$ cat config.mk
export PLATFORM = sky130hd
export DESIGN_NAME = mem_port_arbiter_flat
export DESIGN_NICKNAME = d
export VERILOG_FILES = /design/src/rtl/mem_port_arbiter_pkg.sv /design/src/rtl/mem_port_arbiter_if.sv /design/src/rtl/mem_burst_ctr.sv /design/src/rtl/mem_port_arbiter.sv /design/src/flat_wrapper.sv
export SDC_FILE = /design/constraint.sdc
export NUM_CORES = 1
export LEC_CHECK = 0
export BUFFER_PORTS_ARGS = -buffer_cell sky130_fd_sc_hd__buf_2
export CAP_MARGIN = 20
export CELL_PAD_IN_SITES_DETAIL_PLACEMENT = 0
export CELL_PAD_IN_SITES_GLOBAL_PLACEMENT = 1
export CORE_UTILIZATION = 33
export CTS_BUF_LIST = sky130_fd_sc_hd__clkbuf_8
export DETAILED_ROUTE_END_ITERATION = 6
export PLACE_DENSITY = 0.92
export SLEW_MARGIN = 30
export SYNTH_ARGS = -nofsm -noshare
export SYNTH_HDL_FRONTEND = slang
export SYNTH_SLANG_ARGS = --single-unit
export TNS_END_PERCENT = 1
$ cat constraint.sdc
create_clock -name clk -period 2.2 [get_ports clk]
set_clock_uncertainty 0.15 [all_clocks]
set_input_delay 0.11 -clock clk [delete_from_list [all_inputs] [get_ports clk]]
set_output_delay 0.11 -clock clk [all_outputs]
set_load 0.01 [all_outputs]
$ cat src/rtl/mem_port_arbiter_pkg.sv
// Shared widths and enums for the memory port arbiter (package arb_pkg).
package arb_pkg;

    localparam int ADDR_W = 12;
    localparam int DATA_W = 16;
    localparam int LEN_W  = 4;

    typedef enum logic {
        IDLE,
        BURST
    } state_e;

    typedef enum logic {
        PORT_CPU,
        PORT_DMA
    } port_e;

endpackage

$ cat src/rtl/mem_port_arbiter_if.sv
// Bundle of the CPU, DMA and RAM-side signals of the memory port arbiter.
interface mem_port_arbiter_if;
    import arb_pkg::*;

    logic              cpu_req;
    logic              cpu_w;
    logic [ADDR_W-1:0] cpu_addr;
    logic [DATA_W-1:0] cpu_wdata;
    logic              cpu_gnt;
    logic              cpu_rvalid;
    logic [DATA_W-1:0] cpu_rdata;

    logic              dma_req;
    logic              dma_w;
    logic [ADDR_W-1:0] dma_addr;
    logic [LEN_W-1:0]  dma_len;
    logic [DATA_W-1:0] dma_wdata;
    logic              dma_gnt;
    logic              dma_done;
    logic              dma_rvalid;
    logic [DATA_W-1:0] dma_rdata;

    logic [ADDR_W-1:0] mem_addr;
    logic              mem_r;
    logic              mem_w;
    logic [DATA_W-1:0] mem_wdata;
    logic [DATA_W-1:0] mem_rdata;

    // Arbiter side
    modport slave (
        input  cpu_req, cpu_w, cpu_addr, cpu_wdata,
        input  dma_req, dma_w, dma_addr, dma_len, dma_wdata,
        input  mem_rdata,
        output cpu_gnt, cpu_rvalid, cpu_rdata,
        output dma_gnt, dma_done, dma_rvalid, dma_rdata,
        output mem_addr, mem_r, mem_w, mem_wdata
    );

    // Requester / RAM side
    modport master (
        output cpu_req, cpu_w, cpu_addr, cpu_wdata,
        output dma_req, dma_w, dma_addr, dma_len, dma_wdata,
        output mem_rdata,
        input  cpu_gnt, cpu_rvalid, cpu_rdata,
        input  dma_gnt, dma_done, dma_rvalid, dma_rdata,
        input  mem_addr, mem_r, mem_w, mem_wdata
    );

endinterface

$ cat src/rtl/mem_burst_ctr.sv
// DMA burst beat counter: latches base/len on beat 0 and produces the
// wrapped beat address plus a final-beat flag for the following beats.
module mem_burst_ctr
    import arb_pkg::*;
(
    input  logic              clk,
    input  logic              rst,
    input  logic              start,
    input  logic              step,
    input  logic [ADDR_W-1:0] base,
    input  logic [LEN_W-1:0]  len,
    output logic [ADDR_W-1:0] addr,
    output logic              last
);

    logic [ADDR_W-1:0] base_q;
    logic [LEN_W-1:0]  len_q;
    logic [LEN_W-1:0]  cnt_q;

    // Beat 0 is consumed in the start cycle, so the count resumes at 1
    always_ff @(posedge clk) begin
        if (rst) begin
            base_q <= '0;
            len_q  <= '0;
            cnt_q  <= '0;
        end else if (start) begin
            base_q <= base;
            len_q  <= len;
            cnt_q  <= (len == '0) ? '0 : LEN_W'(1);
        end else if (step) begin
            cnt_q  <= last ? '0 : cnt_q + 1'b1;
        end
    end

    assign addr = base_q + ADDR_W'(cnt_q);
    assign last = (cnt_q == len_q);

endmodule

$ cat src/rtl/mem_port_arbiter.sv
// Single-port RAM arbiter between a CPU word port and a DMA burst port.
// Define ARB_RR_EN for round-robin tie breaking; default is CPU priority.
module mem_port_arbiter
    import arb_pkg::*;
(
    input  logic               clk,
    input  logic               rst,
    mem_port_arbiter_if.slave  bus
);

    state_e            state_q, state_d;
    port_e             prio;
    logic              in_idle;
    logic              cpu_win;
    logic              cpu_gnt, dma_gnt, dma_done;
    logic              abort, start, step;
    logic              ctr_clr;
    logic [ADDR_W-1:0] burst_addr;
    logic              burst_last;
    logic              dma_w_q;
    logic              dma_w_eff;
    logic [ADDR_W-1:0] mem_addr;
    logic [DATA_W-1:0] mem_wdata;
    logic              mem_r, mem_w;
    logic              cpu_rd_p0, dma_rd_p0;
    logic              cpu_rvalid_p1, dma_rvalid_p1;
    logic [DATA_W-1:0] cpu_rdata_p1, dma_rdata_p1;

    assign in_idle = (state_q == IDLE);

`ifdef ARB_RR_EN
    port_e prio_q;

    // Priority goes to whichever port was not granted most recently
    always_ff @(posedge clk) begin
        if (rst) begin
            prio_q <= PORT_CPU;
        end else if (cpu_gnt) begin
            prio_q <= PORT_DMA;
        end else if (dma_gnt || abort) begin
            prio_q <= PORT_CPU;
        end
    end

    assign prio = prio_q;
`else
    assign prio = PORT_CPU;
`endif

    assign cpu_win = bus.cpu_req && (!bus.dma_req || (prio == PORT_CPU));

    always_ff @(posedge clk) begin
        if (rst) begin
            state_q <= IDLE;
        end else begin
            state_q <= state_d;
        end
    end

    always_comb begin
        state_d  = state_q;
        cpu_gnt  = 1'b0;
        dma_gnt  = 1'b0;
        dma_done = 1'b0;
        abort    = 1'b0;
        start    = 1'b0;
        step     = 1'b0;
        if (!rst) begin
            case (state_q)
                IDLE: begin
                    if (cpu_win) begin
                        cpu_gnt = 1'b1;
                    end else if (bus.dma_req) begin
                        dma_gnt = 1'b1;
                        start   = 1'b1;
                        if (bus.dma_len == '0) begin
                            dma_done = 1'b1;
                        end else begin
                            state_d = BURST;
                        end
                    end
                end
                BURST: begin
                    if (bus.dma_req) begin
                        dma_gnt = 1'b1;
                        step    = 1'b1;
                        if (burst_last) begin
                            dma_done = 1'b1;
                            state_d  = IDLE;
                        end
                    end else begin
                        abort   = 1'b1;
                        state_d = IDLE;
                    end
                end
                default: state_d = IDLE;
            endcase
        end
    end

    assign ctr_clr = rst || abort;

    mem_burst_ctr u_ctr (
        .clk   (clk),
        .rst   (ctr_clr),
        .start (start),
        .step  (step),
        .base  (bus.dma_addr),
        .len   (bus.dma_len),
        .addr  (burst_addr),
        .last  (burst_last)
    );

    always_ff @(posedge clk) begin
        if (rst) begin
            dma_w_q <= 1'b0;
        end else if (start) begin
            dma_w_q <= bus.dma_w;
        end
    end

    // Direction comes live from the port on beat 0, latched afterwards
    assign dma_w_eff = in_idle ? bus.dma_w : dma_w_q;

    always_comb begin
        mem_addr  = '0;
        mem_wdata = '0;
        mem_r     = 1'b0;
        mem_w     = 1'b0;
        if (cpu_gnt) begin
            mem_addr = bus.cpu_addr;
            mem_r    = !bus.cpu_w;
            mem_w    = bus.cpu_w;
            if (bus.cpu_w) begin
                mem_wdata = bus.cpu_wdata;
            end
        end else if (dma_gnt) begin
            mem_addr = in_idle ? bus.dma_addr : burst_addr;
            mem_r    = !dma_w_eff;
            mem_w    = dma_w_eff;
            if (dma_w_eff) begin
                mem_wdata = bus.dma_wdata;
            end
        end
    end

    assign cpu_rd_p0 = cpu_gnt && !bus.cpu_w;
    assign dma_rd_p0 = dma_gnt && !dma_w_eff;

    // Read return stage: capture RAM data one cycle after the grant
    always_ff @(posedge clk) begin
        if (rst) begin
            cpu_rvalid_p1 <= 1'b0;
            dma_rvalid_p1 <= 1'b0;
            cpu_rdata_p1  <= '0;
            dma_rdata_p1  <= '0;
        end else begin
            cpu_rvalid_p1 <= cpu_rd_p0;
            dma_rvalid_p1 <= dma_rd_p0;
            if (cpu_rd_p0) begin
                cpu_rdata_p1 <= bus.mem_rdata;
            end
            if (dma_rd_p0) begin
                dma_rdata_p1 <= bus.mem_rdata;
            end
        end
    end

    assign bus.cpu_gnt    = cpu_gnt;
    assign bus.dma_gnt    = dma_gnt;
    assign bus.dma_done   = dma_done;
    assign bus.mem_addr   = mem_addr;
    assign bus.mem_r      = mem_r;
    assign bus.mem_w      = mem_w;
    assign bus.mem_wdata  = mem_wdata;
    assign bus.cpu_rvalid = cpu_rvalid_p1;
    assign bus.cpu_rdata  = cpu_rdata_p1;
    assign bus.dma_rvalid = dma_rvalid_p1;
    assign bus.dma_rdata  = dma_rdata_p1;

endmodule

$ cat src/flat_wrapper.sv
// flat-port wrapper written by rule: the top's interface ports become plain ports
module mem_port_arbiter_flat import arb_pkg::*;
  (clk, rst, bus_cpu_req, bus_cpu_w, bus_cpu_addr, bus_cpu_wdata, bus_dma_req, bus_dma_w, bus_dma_addr, bus_dma_len, bus_dma_wdata, bus_mem_rdata, bus_cpu_gnt, bus_cpu_rvalid, bus_cpu_rdata, bus_dma_gnt, bus_dma_done, bus_dma_rvalid, bus_dma_rdata, bus_mem_addr, bus_mem_r, bus_mem_w, bus_mem_wdata);
  mem_port_arbiter_if bus_i ();
  input  logic clk;
  input  logic rst;
  input wire logic [$bits(bus_i.cpu_req)-1:0] bus_cpu_req;
  input wire logic [$bits(bus_i.cpu_w)-1:0] bus_cpu_w;
  input wire logic [$bits(bus_i.cpu_addr)-1:0] bus_cpu_addr;
  input wire logic [$bits(bus_i.cpu_wdata)-1:0] bus_cpu_wdata;
  input wire logic [$bits(bus_i.dma_req)-1:0] bus_dma_req;
  input wire logic [$bits(bus_i.dma_w)-1:0] bus_dma_w;
  input wire logic [$bits(bus_i.dma_addr)-1:0] bus_dma_addr;
  input wire logic [$bits(bus_i.dma_len)-1:0] bus_dma_len;
  input wire logic [$bits(bus_i.dma_wdata)-1:0] bus_dma_wdata;
  input wire logic [$bits(bus_i.mem_rdata)-1:0] bus_mem_rdata;
  output wire logic [$bits(bus_i.cpu_gnt)-1:0] bus_cpu_gnt;
  output wire logic [$bits(bus_i.cpu_rvalid)-1:0] bus_cpu_rvalid;
  output wire logic [$bits(bus_i.cpu_rdata)-1:0] bus_cpu_rdata;
  output wire logic [$bits(bus_i.dma_gnt)-1:0] bus_dma_gnt;
  output wire logic [$bits(bus_i.dma_done)-1:0] bus_dma_done;
  output wire logic [$bits(bus_i.dma_rvalid)-1:0] bus_dma_rvalid;
  output wire logic [$bits(bus_i.dma_rdata)-1:0] bus_dma_rdata;
  output wire logic [$bits(bus_i.mem_addr)-1:0] bus_mem_addr;
  output wire logic [$bits(bus_i.mem_r)-1:0] bus_mem_r;
  output wire logic [$bits(bus_i.mem_w)-1:0] bus_mem_w;
  output wire logic [$bits(bus_i.mem_wdata)-1:0] bus_mem_wdata;
  assign bus_i.cpu_req = bus_cpu_req;
  assign bus_i.cpu_w = bus_cpu_w;
  assign bus_i.cpu_addr = bus_cpu_addr;
  assign bus_i.cpu_wdata = bus_cpu_wdata;
  assign bus_i.dma_req = bus_dma_req;
  assign bus_i.dma_w = bus_dma_w;
  assign bus_i.dma_addr = bus_dma_addr;
  assign bus_i.dma_len = bus_dma_len;
  assign bus_i.dma_wdata = bus_dma_wdata;
  assign bus_i.mem_rdata = bus_mem_rdata;
  assign bus_cpu_gnt = bus_i.cpu_gnt;
  assign bus_cpu_rvalid = bus_i.cpu_rvalid;
  assign bus_cpu_rdata = bus_i.cpu_rdata;
  assign bus_dma_gnt = bus_i.dma_gnt;
  assign bus_dma_done = bus_i.dma_done;
  assign bus_dma_rvalid = bus_i.dma_rvalid;
  assign bus_dma_rdata = bus_i.dma_rdata;
  assign bus_mem_addr = bus_i.mem_addr;
  assign bus_mem_r = bus_i.mem_r;
  assign bus_mem_w = bus_i.mem_w;
  assign bus_mem_wdata = bus_i.mem_wdata;
  mem_port_arbiter u_core (.clk(clk), .rst(rst), .bus(bus_i));
endmodule
# --- Yosys cells after proc, flatten, opt, wreduce, memory -nomap -nowiden ---
# Cells that the tools add are included.
op_classes:
  n_addsub: 2
  eq_ne: 1
  n_mux: 43
  n_bitwise: 1
  n_reduce_logical: 7
op_table:
  columns: ["cell", "count"]
  rows:
  - ["$mux W16", 4]
  - ["$mux W12", 3]
  - ["$mux W1", 30]
  - ["$add A12 B4 Y12", 1]
  - ["$mux W4", 3]
  - ["$pmux W1 S2", 3]
  - ["$add A4 B1 Y4 const B", 1]
  - ["$eq A4 B4 Y1", 1]
  - ["$logic_not A4 Y1", 1]
  - ["$logic_and A1 B1 Y1", 2]
  - ["$logic_not A1 Y1", 2]
  - ["$reduce_bool A2 Y1", 1]
  - ["$logic_or A1 B1 Y1", 1]
  - ["$not A1 Y1", 1]
totals:
  ff_bits: 56
  in_bits: 82
  output_inout_bits: 67

# --- Longest topological paths before layout ---
# Gate-level depths: netlist (run 1).
depth:
  ltp_word: 6
  depth_mapped: 9

# --- Modules after synthesis ---
# From an unflattened synthesis (run 1), not the netlist that was laid out.
hier_totals:
  hier_cells: 354
  area_unflattened_um2: 3084.2
modules_own_cells:
  columns: ["mod", "n_inst", "cells_each", "area_each_um2"]
  rows:
  - ["mem_port_arbiter", 1, 236, 1974.4]
  - ["mem_burst_ctr", 1, 118, 1109.8]

# --- Worst setup path before layout (run 1) ---
# No wires, ideal clock.
synth_path:
  path_kind: "flip-flop to output port"
  start: "register u_core.u_ctr.cnt_q[0]"
  end: "output bus_mem_addr[10]"
  t_arrival_ns: 1.966
  required_time_ns: 1.940
  slack_ns: -0.026
  path_stages_with_launch: 9
  path_buffers: 0
  cell_sequence: "dfxtp_1 -> ha_1 -> inv_1 -> fa_1 -> nand2b_1 -> a21oi_1 -> nand4_1 -> xor2_1 -> o21ai_0"
synth_between:
  elab_chain_len: 4
synth_lines:
  columns: ["item", "line", "text"]
  rows:
  - ["start: declaration", "mem_burst_ctr.sv:18", "logic [LEN_W-1:0] cnt_q;"]
  - ["start signal: assignment", "mem_burst_ctr.sv:29", "cnt_q <= (len == '0) ? '0 : LEN_W'(1);"]
  - ["start signal: assignment", "mem_burst_ctr.sv:31", "cnt_q <= last ? '0 : cnt_q + 1'b1;"]
  - ["$add A12 B4 Y12", "mem_burst_ctr.sv:35", "assign addr = base_q + ADDR_W'(cnt_q);"]
  - ["$mux W12", "mem_port_arbiter.sv:138", "mem_addr = in_idle ? bus.dma_addr : burst_addr;"]
  - ["$mux W12", "mem_port_arbiter.sv:137", "end else if (dma_gnt) begin"]
  - ["$mux W12", "mem_port_arbiter.sv:130", "if (cpu_gnt) begin"]
  - ["end: declaration", "flat_wrapper.sv:24", "output wire logic [$bits(bus_i.mem_addr)-1:0] bus_mem_addr;"]
# Every way passes these cells.

# --- Worst setup path after layout (run 1) ---
# Ends and elaborated chain as after synthesis.

==> results of run 1 <==
-- Yosys cell counts (all sizes together), types with 5 or more instances --
cell type	number
clkbuf	6
a21oi	37
a22oi	23
xnor2	8
inv	9
nand2	80
nor2	29
ha	5
buf	16
xor2	7
o21ai	15
dfxtp	56
a22o	31
-- power by group through the flow --
stage	combinational, mW	clock [mW]	sequential [mW]
finish	0.444	0.599	1.08
global route	0.490	0.655	1.08
CTS	0.439	0.624	1.08
detailed placement	0.409	0	1.10
global placement	0.403	0	1.10
floorplan	0.221	0	1.10
-- metal layers --
metal / share of wire (%) / up-vias
li1: - / 1580
met1: 42 / 1512
met2: 52 / 105
met3: 4.7 / 9
met4: 1.4 / 0
met5: 0 / -
-- worst max-delay path, cell delays in order (launching register included) --
cell and delay, ns:
dfxtp_2 0.37, ha_4 0.15, inv_2 0.04, fa_2 0.36, nand2b_4 0.15, a21oi_2 0.13, buf_4 0.14, nand4_1 0.11
xor2_1 0.17, o21ai_1 0.12, buf_2 0.15
-- how the worst min path moves through the flow --
stage,from,end,slack (ns),cells after the start
after floorplan,bus_mem_rdata[0],u_core.bus.cpu_rdata[0],0.1,2
after global placement,bus_mem_rdata[9],u_core.bus.cpu_rdata[9],0.21,3
after detailed placement,bus_mem_rdata[9],u_core.bus.cpu_rdata[9],0.22,3
after CTS,bus_dma_addr[9],u_core.u_ctr.base_q[9],0.01,4
after global routing,bus_dma_addr[9],u_core.u_ctr.base_q[9],0.05,4
final,bus_dma_addr[9],u_core.u_ctr.base_q[9],0.02,4
-- registers in the layout, summed over array words and instances (netlist names) --
register / count
u_core.bus.cpu_rdata: 16
u_core.u_ctr.len_q: 4
u_core.u_ctr.cnt_q: 4
u_core.state_q: 1
u_core.bus.cpu_rvalid: 1
u_core.dma_w_q: 1
u_core.u_ctr.base_q: 12
u_core.bus.dma_rvalid: 1
u_core.bus.dma_rdata: 16
-- what timing repair did --
action	4_1_cts	5_1_grt
buffers inserted	2	0
gates resized for setup	7	12
pin swaps	0	4
gates cloned	0	0
setup endpoints to repair	9	29
hold buffers	18	0
endpoints found under the hold margin	36	0
-- through the flow --
step	instances	hold slack (ns)	setup WS, ns	power (mW)
after floorplan	356	0.0960	0.00407	1.33
after detailed placement	603	0.218	0.0188	1.51
after CTS	631	0.0125	-0.212	2.14
final	631	0.0200	-0.253	2.12
after global placement	603	0.215	0.0645	1.50
after global routing	631	0.0487	-0.332	2.23
-- logic make-up after synthesis --
group / count (synthesis) / synth area share [%]
muxes: 5 / 1.78
buffers and inverters: 32 / 6.28
adders and majority gates: 6 / 2.86
AOI/OAI and AO/OA: 114 / 26.6
DFF: 56 / 38.8
xor gates and xnor gates: 15 / 4.55
and+or+nand+nor: 128 / 19.1
-- cell usage in the layout (no fill, tap or decap), types with 4 or more instances in the layout --
master | synthesis | final
a21oi_1 | 36 | 35
a22o_1 | 31 | 31
a22oi_1 | 23 | 23
buf_2 | 11 | 148
buf_4 | 1 | 17
clkbuf_8 | 0 | 6
dfxtp_1 | 56 | 53
dlygate4sd3_1 | 0 | 18
inv_1 | 7 | 6
mux2i_1 | 4 | 4
nand2_1 | 78 | 78
nand3_1 | 4 | 4
nor2_1 | 26 | 26
o21ai_0 | 15 | 13
xnor2_1 | 8 | 7
xor2_1 | 7 | 7
-- final cells by class --
type / count / area (sq um)
fillers: 823 / 4220
multi-input cells: 268 / 1660
flip-flops and latches: 56 / 1130
repair buffers: 184 / 1060
well taps: 105 / 131
clock buffers: 6 / 82.6
inverters: 10 / 42.5
clock inverters: 2 / 13.8
==> run summary, run 1 <==
Top cells by area, synth -> dfxtp_1 (39%), nand2_1 (10%), a22o_1 (9.4%), a21oi_1 (6.2%), a22oi_1 (6.0%)
Arrival time worst endpoint -> 2.19 ns
Max frequency -> 408 MHz
Sequential Power Share -> 50.8%
#FFs+latches synth -> 56
M1 GR Usage -> 23.0%
# DRC -> 0
Routed length per instance -> 14.5 microns
Pleak -> 1.91 nW
Cell Area, Placed -> 3740 sq um
Gr ovfl total -> 0
# diodes -> 0
Cells after synthesis -> 356
Post-DR vias/cell -> 5.08
Synth warn -> 0
Sw Ratio -> 28.5%
Core ar. -> 8340 sq um
Worst Max-Slew Pin Slew -> 0.722 ns
WP data required -> 1.94 ns
Crit. Startpoint -> u_core.u_ctr.cnt_q[0]
Reg2reg setup slack -> 0.18 ns
Max-cap viol count -> 0
Synth cell types -> 43
Slew margin rel. -> 51.9%
Final min period -> 2.45 ns
Setup CP Type -> flop to output port
NumNets Final -> 613
Post-synthesis area per instance -> 8.11 sq um
TritonCTS clock tree -> done
Final HPWL DP -> 6610 microns
CP endpoint -> bus_mem_addr[10]
R2R cell count -> 5
Seq/Total Area, Yosys -> 38.8%
Die W -> 95.5 microns
Final worst slack -> -0.253 ns
Clk buf depth -> 2
GPL Wtd Cong -> 0.921
Worst Hold Class -> input pin to flop
Cell area after synthesis -> 2890 sq um
Initial antenna violation count -> 0
1st-iter DRT viols -> 154
Final Instance Area -> 4120 sq um
CP Max Fanout -> 4
Cts bufs inserted -> 5
Final hold vios -> 0
Final cycle utilization of the critical path -> 111%
Reg2reg end -> u_core.bus.cpu_rdata[5]
Pins over their slew limit -> 0
Routed wire length -> 9150 microns
Initial Util -> 34.6%
Die area -> 9130 sq um
Final antenna-violating net count -> 0
Worst vdd rail ir drop -> 0.289 mV
Reg clk slew, reported paths -> 0.10 ns
Grt met3 use -> 1.99%
Post-synthesis to final-layout area growth -> 42.6%
Die Span Y -> 95.5 microns
Ratio of cells with drive above 1 in the final layout -> 38.2%
RSZ-0062 raised after global routing -> true
Failing checks -> setup timing
Predominant post-synthesis flop cell -> dfxtp_1
First-pass GRT wire length -> 14000 microns
GRT Total Usage -> 19.8%
Combinational share of power -> 20.9%
P_int -> 1.52 mW
Row cnt -> 33
FFs w/ async S/R, synth -> 0%
GRT busiest layer -> met2
Final Core Density -> 49.4%
H-tree levels -> 2
PortBufs -> 148
Root buf cell -> clkbuf_8
Vias in the first global route -> 3035
Startpoint Class -> flop
Met2 Use GR -> 37.4%
Largest net degree at the start of global routing -> 33
Net Switching -> 0.604 mW
Mapped Nets -> 444
Num Clock Sinks -> 56
# setup viols final -> 9
Setup TNS -> -1.18 ns
Clk_lat worst skew -> 0.31 ns
Pwr per Cell Area -> 515 nW/um^2
Vias -> 3206
RR Startpoint -> u_core.state_q
Io pins -> 149
Synth top area share -> 38.8%
First-pass DRT Iterations -> 4
Number of synthesized flops with an enable pin -> 0
Worst setup EP type -> output port
Clock power frac -> 28.2%
Synth area leader -> dfxtp_1
Status -> complete, but fails checks
Note: power is estimated with default switching activity, not from simulation.
==> run 2, diff against run 1 <==
--- a/config.mk
+++ b/config.mk
@@ -13,6 +13,7 @@
 export CTS_BUF_LIST = sky130_fd_sc_hd__clkbuf_8
 export DETAILED_ROUTE_END_ITERATION = 6
 export PLACE_DENSITY = 0.92
+export RECOVER_POWER = 100
 export SLEW_MARGIN = 30
 export SYNTH_ARGS = -nofsm -noshare
 export SYNTH_HDL_FRONTEND = slang
==> run summary, run 2 (same netlist as run 1, synthesis figures left out) <==
Initial antenna violation count -> 0
Final antenna-violating net count -> 0
Vias -> 3205
# DRC -> 0
Setup TNS -> -1.32 ns
Num Clock Sinks -> 56
Worst vdd rail ir drop -> 0.287 mV
Worst Hold Class -> input pin to flop
Max-cap viol count -> 0
Worst-path cell with the longest stage delay -> dfxtp_2
TritonCTS clock tree -> done
Reg2reg end -> u_core.bus.dma_rdata[11]
Largest net degree at the start of global routing -> 33
Final HPWL DP -> 6610 microns
Pwr per Cell Area -> 519 nW/um^2
Startpoint Class -> flop
Gr ovfl total -> 0
Hold_ws -> 0.0223 ns
Final worst slack -> -0.251 ns
GRT Total Usage -> 19.8%
RR Startpoint -> u_core.state_q
Die Span Y -> 95.5 microns
Pleak -> 1.76 nW
Status -> complete, but fails checks
Clk_lat worst skew -> 0.30 ns
Commonest cells after routing, fill and taps aside -> buf_2 (113), nand2_1 (78), dfxtp_1 (53)
Crit-path cells -> ha_4 -> inv_2 -> fa_2 -> nand2b_4 -> a21oi_2 -> buf_4 -> nand4_1 -> xor2_1 -> o21ai_1 -> buf_2
Worst min-delay path endpoint -> u_core.u_ctr.base_q[9]
PortBufs -> 148
CP Max Fanout -> 4
Design Power -> 2.10 mW
Routed wire length -> 9130 microns
Reg clk slew, reported paths -> 0.10 ns
Hold Path Cell Cnt -> 4
Final cycle utilization of the critical path -> 111%
# setup viols final -> 9
R2R cell count -> 7
1st-iter DRT viols -> 216
Initial Util -> 34.6%
Post-DR vias/cell -> 5.08
Final hold vios -> 0
H-tree levels -> 2
Clk buf depth -> 2
Crit-path leading delay family -> adder cells
RSZ-0062 raised after global routing -> true
WP data required -> 1.94 ns
First-pass GRT wire length -> 14000 microns
# diodes -> 0
Max frequency -> 408 MHz
Io pins -> 149
Post-synthesis to final-layout area growth -> 40.3%
Final min period -> 2.45 ns
Routed length per instance -> 14.5 microns
CP bufs+invs -> 3
Worst setup EP type -> output port
Root buf cell -> clkbuf_8
First-pass DRT Iterations -> 4
Pins over their slew limit -> 0
Ratio of cells with drive above 1 in the final layout -> 31.0%
Reg2reg setup slack -> 0.15 ns
Worst Max-Slew Pin Slew -> 0.665 ns
Vias in the first global route -> 3035
Arrival time worst endpoint -> 2.19 ns
NumNets Final -> 613
Max stage delay on crit path -> 0.37 ns
Commonest non-fill, non-tap cell in the layout -> buf_2
Cts bufs inserted -> 5
Failing checks -> setup timing
Die W -> 95.5 microns
Row cnt -> 33
Die area -> 9130 sq um
GPL Wtd Cong -> 0.921
Core ar. -> 8340 sq um
Hold Path Origin -> bus_dma_addr[9]
Setup CP Type -> flop to output port
Slew margin rel. -> 55.7%
-- run 2: how the worst max path moves through the flow --
| stage | start | endpoint | slack [ns] | cells past startpoint |
|---|---|---|---|---|
| floorplan | u_core.u_ctr.cnt_q[0] | bus_mem_addr[6] | 0.004 | 8 |
| detailed placement | u_core.u_ctr.base_q[0] | bus_mem_addr[10] | 0.02 | 10 |
| global placement | u_core.u_ctr.base_q[0] | bus_mem_addr[6] | 0.06 | 10 |
| global route | u_core.u_ctr.cnt_q[0] | bus_mem_addr[10] | -0.33 | 10 |
| finish | u_core.u_ctr.cnt_q[0] | bus_mem_addr[10] | -0.25 | 10 |
| CTS | u_core.u_ctr.base_q[0] | bus_mem_addr[10] | -0.21 | 10 |
-- run 2: worst register-to-register path, cell delays in order (launching register included) --
cell and delay [ns]:
dfxtp_1 0.43, nand2b_4 0.18, nand2_2 0.15, inv_1 0.21
nand2_2 0.26, inv_2 0.35, nand2_1 0.10, a21oi_1 0.14
-- run 2: layout make-up --
class	count	area, sq um
Tap cell	105	131
Timing Repair Buffer	184	1010
Clock buffer	6	82.6
Clock inverter	2	13.8
Sequential cell	56	1130
Fill cell	855	4290
Inverter	10	37.5
Multi-Input combinational cell	268	1650
-- run 2: what timing repair did --
action	CTS	global route
hold buffers	18	0
pin swaps	0	4
resized for setup	7	12
setup endpoints to repair	9	29
buffers inserted	2	0
endpoints found under the hold margin	36	0
-- run 2: metrics by stage --
step	area (sq um)	std cells	setup slack, ns	util (%)
final	4050	631	-0.251	48.6
after global routing	4050	631	-0.332	48.6
after CTS	4060	631	-0.212	48.7
after detailed placement	3740	603	0.0188	44.9
after global placement	3740	603	0.0645	44.9
after floorplan	2890	356	0.00407	-
-- run 2: metal layers --
layer  track usage, %  up-vias  part of all wire, %
li1                 -     1581                    -
met1             23.0     1511                   41
met2             37.4      104                   52
met3             1.99        9                  5.3
met4             6.72        0                  1.4
met5                0        -                    0
-- run 2: power breakdown --
| part | switching, mW | internal, mW |
|---|---|---|
| sequential | 0.0298 | 1.05 |
| clock | 0.332 | 0.258 |
| combinational | 0.230 | 0.202 |
